## src/rtl/tick_gen_pkg.sv

```systemverilog
// tick_gen_pkg: shared state type and default sizing for the tick generator.
// Consumed by tick_gen_ch and tick_gen_multi.
package tick_gen_pkg;

   localparam int TG_NUM_CH   = 4;
   localparam int TG_CNT_W    = 16;
   localparam int TG_DIV_INIT = 100;

   typedef enum logic [1:0] {
      ST_IDLE = 2'd0,
      ST_RUN  = 2'd1,
      ST_DONE = 2'd2
   } ch_state_e;

   // Channel-select width, never narrower than one bit.
   function automatic int sel_width(input int n);
      return (n > 1) ? $clog2(n) : 1;
   endfunction

endpackage

```

## src/rtl/tick_gen_ch.sv

```systemverilog
// tick_gen_ch: one tick channel with counter, active/pending divisor and run FSM.
// One-shot mode (DONE state) is compiled in with TICK_GEN_ONESHOT_EN.
module tick_gen_ch
   import tick_gen_pkg::*;
#(
   parameter int CNT_W    = TG_CNT_W,
   parameter int DIV_INIT = TG_DIV_INIT
) (
   input  logic             clk_in,
   input  logic             rst,
   input  logic             en,
`ifdef TICK_GEN_ONESHOT_EN
   input  logic             oneshot,
`endif
   input  logic             sync_clr,
   input  logic             wr,
   input  logic [CNT_W-1:0] wr_val,
   output logic             tick,
   output logic             pend
);

   ch_state_e        state_q, state_d;
   logic [CNT_W-1:0] cnt_q, cnt_d;
   logic [CNT_W-1:0] div_act_q, div_act_d;
   logic [CNT_W-1:0] div_pnd_q, div_pnd_d;
   logic             pend_q, pend_d;
   logic             tick_q, tick_d;
   logic             last;
   logic             last_idle;
   logic             wrap;
   logic             apply;
   logic             go_done;

   assign last      = (cnt_q == div_act_q - CNT_W'(1));
   assign last_idle = (div_act_q == CNT_W'(1));

`ifdef TICK_GEN_ONESHOT_EN
   assign go_done = oneshot;
`else
   assign go_done = 1'b0;
`endif

   always_comb begin
      state_d   = state_q;
      cnt_d     = cnt_q;
      tick_d    = 1'b0;
      div_act_d = div_act_q;
      div_pnd_d = div_pnd_q;
      pend_d    = pend_q;
      wrap      = 1'b0;
      apply     = 1'b0;

      unique case (state_q)
         ST_IDLE: begin
            cnt_d = '0;
            if (en) begin
               if (last_idle) begin
                  tick_d  = 1'b1;
                  state_d = go_done ? ST_DONE : ST_RUN;
               end else begin
                  cnt_d   = CNT_W'(1);
                  state_d = ST_RUN;
               end
            end
         end
         ST_RUN: begin
            // Disable beats clear, which beats a wrap.
            if (!en) begin
               state_d = ST_IDLE;
               cnt_d   = '0;
            end else if (sync_clr) begin
               cnt_d = '0;
            end else if (last) begin
               cnt_d  = '0;
               tick_d = 1'b1;
               wrap   = 1'b1;
               if (go_done) state_d = ST_DONE;
            end else begin
               cnt_d = cnt_q + CNT_W'(1);
            end
         end
         ST_DONE: begin
            cnt_d = '0;
            if (!en) state_d = ST_IDLE;
         end
         default: begin
            state_d = ST_IDLE;
            cnt_d   = '0;
         end
      endcase

      apply = wrap | sync_clr | (state_q == ST_IDLE);

      // A write at an apply point lands in div_act; the wrap used the old one.
      if (wr) begin
         div_pnd_d = wr_val;
         if (apply) begin
            div_act_d = wr_val;
            pend_d    = 1'b0;
         end else begin
            pend_d = 1'b1;
         end
      end else if (pend_q && apply) begin
         div_act_d = div_pnd_q;
         pend_d    = 1'b0;
      end
   end

   always_ff @(posedge clk_in or posedge rst) begin
      if (rst) begin
         state_q   <= ST_IDLE;
         cnt_q     <= '0;
         div_act_q <= CNT_W'(DIV_INIT);
         div_pnd_q <= CNT_W'(DIV_INIT);
         pend_q    <= 1'b0;
         tick_q    <= 1'b0;
      end else begin
         state_q   <= state_d;
         cnt_q     <= cnt_d;
         div_act_q <= div_act_d;
         div_pnd_q <= div_pnd_d;
         pend_q    <= pend_d;
         tick_q    <= tick_d;
      end
   end

   assign tick = tick_q;
   assign pend = pend_q;

endmodule

```

## src/rtl/tick_gen_multi.sv

```systemverilog
// tick_gen_multi: NUM_CH independent programmable tick channels sharing one clock.
// Define TICK_GEN_ONESHOT_EN to add the per-channel oneshot input.
module tick_gen_multi
   import tick_gen_pkg::*;
#(
   parameter int  NUM_CH   = TG_NUM_CH,
   parameter int  CNT_W    = TG_CNT_W,
   parameter int  DIV_INIT = TG_DIV_INIT,
   localparam int SEL_W    = sel_width(NUM_CH)
) (
   input  logic              clk_in,
   input  logic              rst,
   input  logic [NUM_CH-1:0] en,
`ifdef TICK_GEN_ONESHOT_EN
   input  logic [NUM_CH-1:0] oneshot,
`endif
   input  logic              sync_clr,
   input  logic              div_wr,
   input  logic [SEL_W-1:0]  div_sel,
   input  logic [CNT_W-1:0]  div_val,
   output logic [NUM_CH-1:0] tick,
   output logic [NUM_CH-1:0] pend
);

   logic [CNT_W-1:0]  wr_val;
   logic [NUM_CH-1:0] wr_ch;

   // A zero divisor would never wrap; treat it as divide-by-one.
   assign wr_val = (div_val == '0) ? CNT_W'(1) : div_val;

   // Out-of-range selects match no channel and are dropped.
   always_comb begin
      wr_ch = '0;
      for (int i = 0; i < NUM_CH; i++) begin
         wr_ch[i] = div_wr && (div_sel == SEL_W'(i));
      end
   end

   for (genvar g = 0; g < NUM_CH; g++) begin : g_ch
      tick_gen_ch #(
         .CNT_W    (CNT_W),
         .DIV_INIT (DIV_INIT)
      ) u_ch (
         .clk_in   (clk_in),
         .rst      (rst),
         .en       (en[g]),
`ifdef TICK_GEN_ONESHOT_EN
         .oneshot  (oneshot[g]),
`endif
         .sync_clr (sync_clr),
         .wr       (wr_ch[g]),
         .wr_val   (wr_val),
         .tick     (tick[g]),
         .pend     (pend[g])
      );
   end

endmodule

```

## config.mk

```make
export PLATFORM = sky130hd
export DESIGN_NAME = tick_gen_multi
export DESIGN_NICKNAME = d
export VERILOG_FILES = /design/src/rtl/tick_gen_pkg.sv /design/src/rtl/tick_gen_ch.sv /design/src/rtl/tick_gen_multi.sv
export SDC_FILE = /design/constraint.sdc
export NUM_CORES = 1
export LEC_CHECK = 0
export CORE_MARGIN = 2
export CORE_UTILIZATION = 33
export DETAILED_ROUTE_END_ITERATION = 16
export DONT_BUFFER_PORTS = 1
export SYNTH_ARGS = -nofsm -noshare
export SYNTH_HDL_FRONTEND = slang
export SYNTH_SLANG_ARGS = --single-unit
```

## constraint.sdc

```tcl
create_clock -name clk_in -period 18.3 [get_ports clk_in]
set_input_delay 4.575 -clock clk_in [delete_from_list [all_inputs] [get_ports clk_in]]
set_output_delay 4.575 -clock clk_in [all_outputs]
set_load 0.02 [all_outputs]
```

==> results.md <==
- Lkg Pwr: 0.004889 µW
- Yosys warns: 0
- Seq/Total Area, Yosys: 45.33%
- Area of placed instances: 11640 µm²
- Clk Latency, worst-skew pair: 0.52 ns
- H-tree depth: 1
- Die Ht: roughly 190 µm
- Share of layout cells above drive strength 1: 13.61%
- Synth Net Count: ~1100
- Worst Tran Pin Value: roughly 1.1 ns
- Max-cap violations: 0
- Syn Inst Count: roughly 1100
- Number of global-route vias before repair: ~8300
- Period minus WS final: ~6.1 ns
- Post_cts resized: 0
- Max IR drop VDD: 0.08402 mV
- FMAX: roughly 0.17 GHz
- Total gr overflow: 0
- Routed WL per cell: between 15 and 20 µm
- Clock share of power: between 30% and 40%
- Setup Crit Path Kind: input port to flip-flop
- CTS Buf Count: 24
- Clock Path Buffers: 3
- Hold Buf Count CTS: 0
- Die area: about 36000 µm²
- Crit start category: input port
- P_sw: between 400 and 500 µW
- Post-CTS Setup Bufs: 0
- Via density: roughly 5.4
- DRC marker count from the first detailed-route iteration: between 500 and 600
- Core area: 33700 µm²
- Sequential Power Share: between 40% and 50%
- NumNets Final: 1115
- Drt total wl: ~26 mm
- Tcrit/Tclk final: between 30% and 40%
- Hpwl dp: roughly 18 mm
- TritonRoute pass-1 iters: 5
- Io pins: 34
- Setup Skew: between 0.015 and 0.02 ns
- FP Rows: between 60 and 70
- Post-synthesis instance area: ~11000 µm²
- Largest net degree at the start of global routing: between 100 and 150
- CTS tree: done
- Status: complete, no violations
- Most frequent cells in the layout: dfrtp_1, nand2_1, nor2_1
- Distinct cells, synth: between 70 and 80
- Power per cell area: 117.1 nW/µm²
- Worst path arrival time: about 6.4 ns
- GRT Total Usage: between 10% and 20%
- Area grow syn2layout: 10.49%
- Cell area after layout: roughly 13000 µm²
- Combinational share of power: a little over a fifth
- # setup viols final: 0
- Initial antenna violation count: 1
- RSZ-0062 raised after global routing: false
- Req. time, crit path: about 19 ns
- Crit-path max FO: 19
- Yosys reg bits: around 200
- Commonest non-fill, non-tap cell in the layout: dfrtp_1
- Switching share of power: a little under a third
- Top FF cell, synth: dfrtp_1
- IO Port Bufs: 0
- Worst-path clk slew: around 0.06 ns
- Via count: 8263
- Root buffer cell: clkbuf_16
- Syn Area/Cell: between 10 and 15 µm²
- Setup tns final: 0 ns
- Routed Antenna Nets: 0
- P_int: approximately 1000 µW
- Slew HR: between 20% and 30%
- Number of synthesized flops with an enable pin: 0
- Critical path endpoint category: flip-flop
- Worst hold-check path type: flip-flop to flip-flop
- Final hold violations: 0
- Final Max Slew Viols: 0
- # clock sinks: about 200
- Drc violations: 0
- Async SR Flop Fraction: 100.0%
- Gpl congestion: 0.8586
- First-pass GRT wire length: 44.32 mm
- Initial Util: approximately a third
- Die X: 189.3 µm
[routing by layer]
| metal | GRT usage, % | vias up | part of all wire (%) |
|---|---|---|---|
| li1 | - | 3955 | - |
| met2 | 23.92 | 170 | 45 |
| met4 | 4.383 | 0 | 2.4 |
| met5 | 0 | - | 0 |
| met1 | 20.43 | 4098 | 47 |
| met3 | 3.559 | 40 | 5.8 |
[registers in the layout, indices dropped and copies added, names as in the netlist]
register and cells:
g_ch.u_ch.tick 4, g_ch.u_ch.div_act_q 64, g_ch.u_ch.cnt_q 64, g_ch.u_ch.pend 4, g_ch.u_ch.div_pnd_q 64, g_ch.u_ch.state_q 4
[worst max-delay path: stages]
cell	delay, ns
nor3b_2	0.15
buf_4	0.29
or2_2	0.39
nand2_1	0.50
nor4_1	0.41
a311oi_1	0.09
[metrics by stage]
step                      hold WS, ns  power (µW)  util, %  instances  worst slack [ns]
after detailed placement       0.4551       951.8    34.53       1499             11.72
after global routing           0.4856        1549    37.13       1543             12.16
final                          0.4648        1465    37.14       1544             12.25
after floorplan                0.4372       874.6        -       1105             8.197
after CTS                      0.4677        1479    37.13       1543             12.30
after global placement         0.4520       938.6    34.53       1499             11.76
[power by group through the flow]
stage,combinational (µW),clock (µW),sequential (µW)
finish,323,519,623
detailed placement,321,0,630
CTS,323,533,623
floorplan,285,0,590
global placement,312,0,626
global route,363,550,637
[synthesized netlist by cell type, types with 6 or more instances]
cell type | count | area share [%]
dfrtp_1 | 180 | 40
nand2_1 | 94 | 3.1
nor2_1 | 82 | 2.7
xnor2_1 | 71 | 5.5
nor3_1 | 52 | 2.3
xor2_1 | 51 | 3.9
mux2_2 | 45 | 4.5
mux2_1 | 41 | 4.1
clkbuf_1 | 37 | 1.2
nand3_1 | 35 | 1.5
nand4_1 | 30 | 1.7
inv_1 | 28 | 0.93
nor4_1 | 28 | 1.5
dfstp_2 | 24 | 5.6
or3_1 | 23 | 1.3
and3_1 | 19 | 1.0
nand2b_1 | 16 | 0.88
o21ai_0 | 16 | 0.71
o221ai_1 | 16 | 1.2
a211oi_1 | 14 | 0.93
or4_1 | 14 | 0.93
ha_1 | 12 | 1.3
nor3b_1 | 12 | 0.80
a21oi_1 | 11 | 0.49
nor2b_1 | 11 | 0.61
buf_4 | 10 | 0.66
nor4_2 | 10 | 1.1
a31oi_1 | 9 | 0.50
a311oi_1 | 8 | 0.62
buf_2 | 7 | 0.31
mux2_4 | 7 | 0.93
nand3b_1 | 6 | 0.40
[path summary, 6_finish.rpt]
path / start / endpoint / slack, ns / depth (start not counted)
setup / recovery: div_sel[1] / g_ch[0].u_ch.div_act_q[1]$_DFFE_PP0P_ / 12.25 / 6
hold / removal: g_ch[3].u_ch.div_pnd_q[2]$_DFFE_PP1P_ / g_ch[3].u_ch.div_pnd_q[2]$_DFFE_PP1P_ / 0.46 / 2
setup reg to reg: g_ch[0].u_ch.div_act_q[4]$_DFFE_PP0P_ / g_ch[0].u_ch.pend$_DFFE_PP0P_ / 14.65 / 7
hold reg to reg: g_ch[3].u_ch.div_pnd_q[2]$_DFFE_PP1P_ / g_ch[3].u_ch.div_pnd_q[2]$_DFFE_PP1P_ / 0.46 / 2
max in group asynchronous: rst / g_ch[2].u_ch.pend$_DFFE_PP0P_ / 12.75 / 2
min in group asynchronous: rst / g_ch[1].u_ch.cnt_q[1]$_DFF_PP0_ / 4.11 / 1
[area by class of cell]
class                      instances  area, µm²
sequential                       204       5135
tap                              448      560.5
clock buffer                      34      688.2
fill                            3336      21180
multi-input combinational        813       5783
timing repair buffer               6      45.04
antenna                            1      2.502
inverter                          28      112.6
clock inverter                    10      188.9
[logic make-up after synthesis]
group / count (synthesis) / share of synthesized area (%)
xor gates and xnor gates: 122 / 9.433
adders and majority gates: 12 / 1.325
and+or+nand+nor: 461 / 22.35
DFF: 204 / 45.33
buffers and inverters: 88 / 3.656
AOI/OAI and AO/OA: 122 / 8.163
muxes: 96 / 9.743
Note: power is estimated with default switching activity, not from simulation.
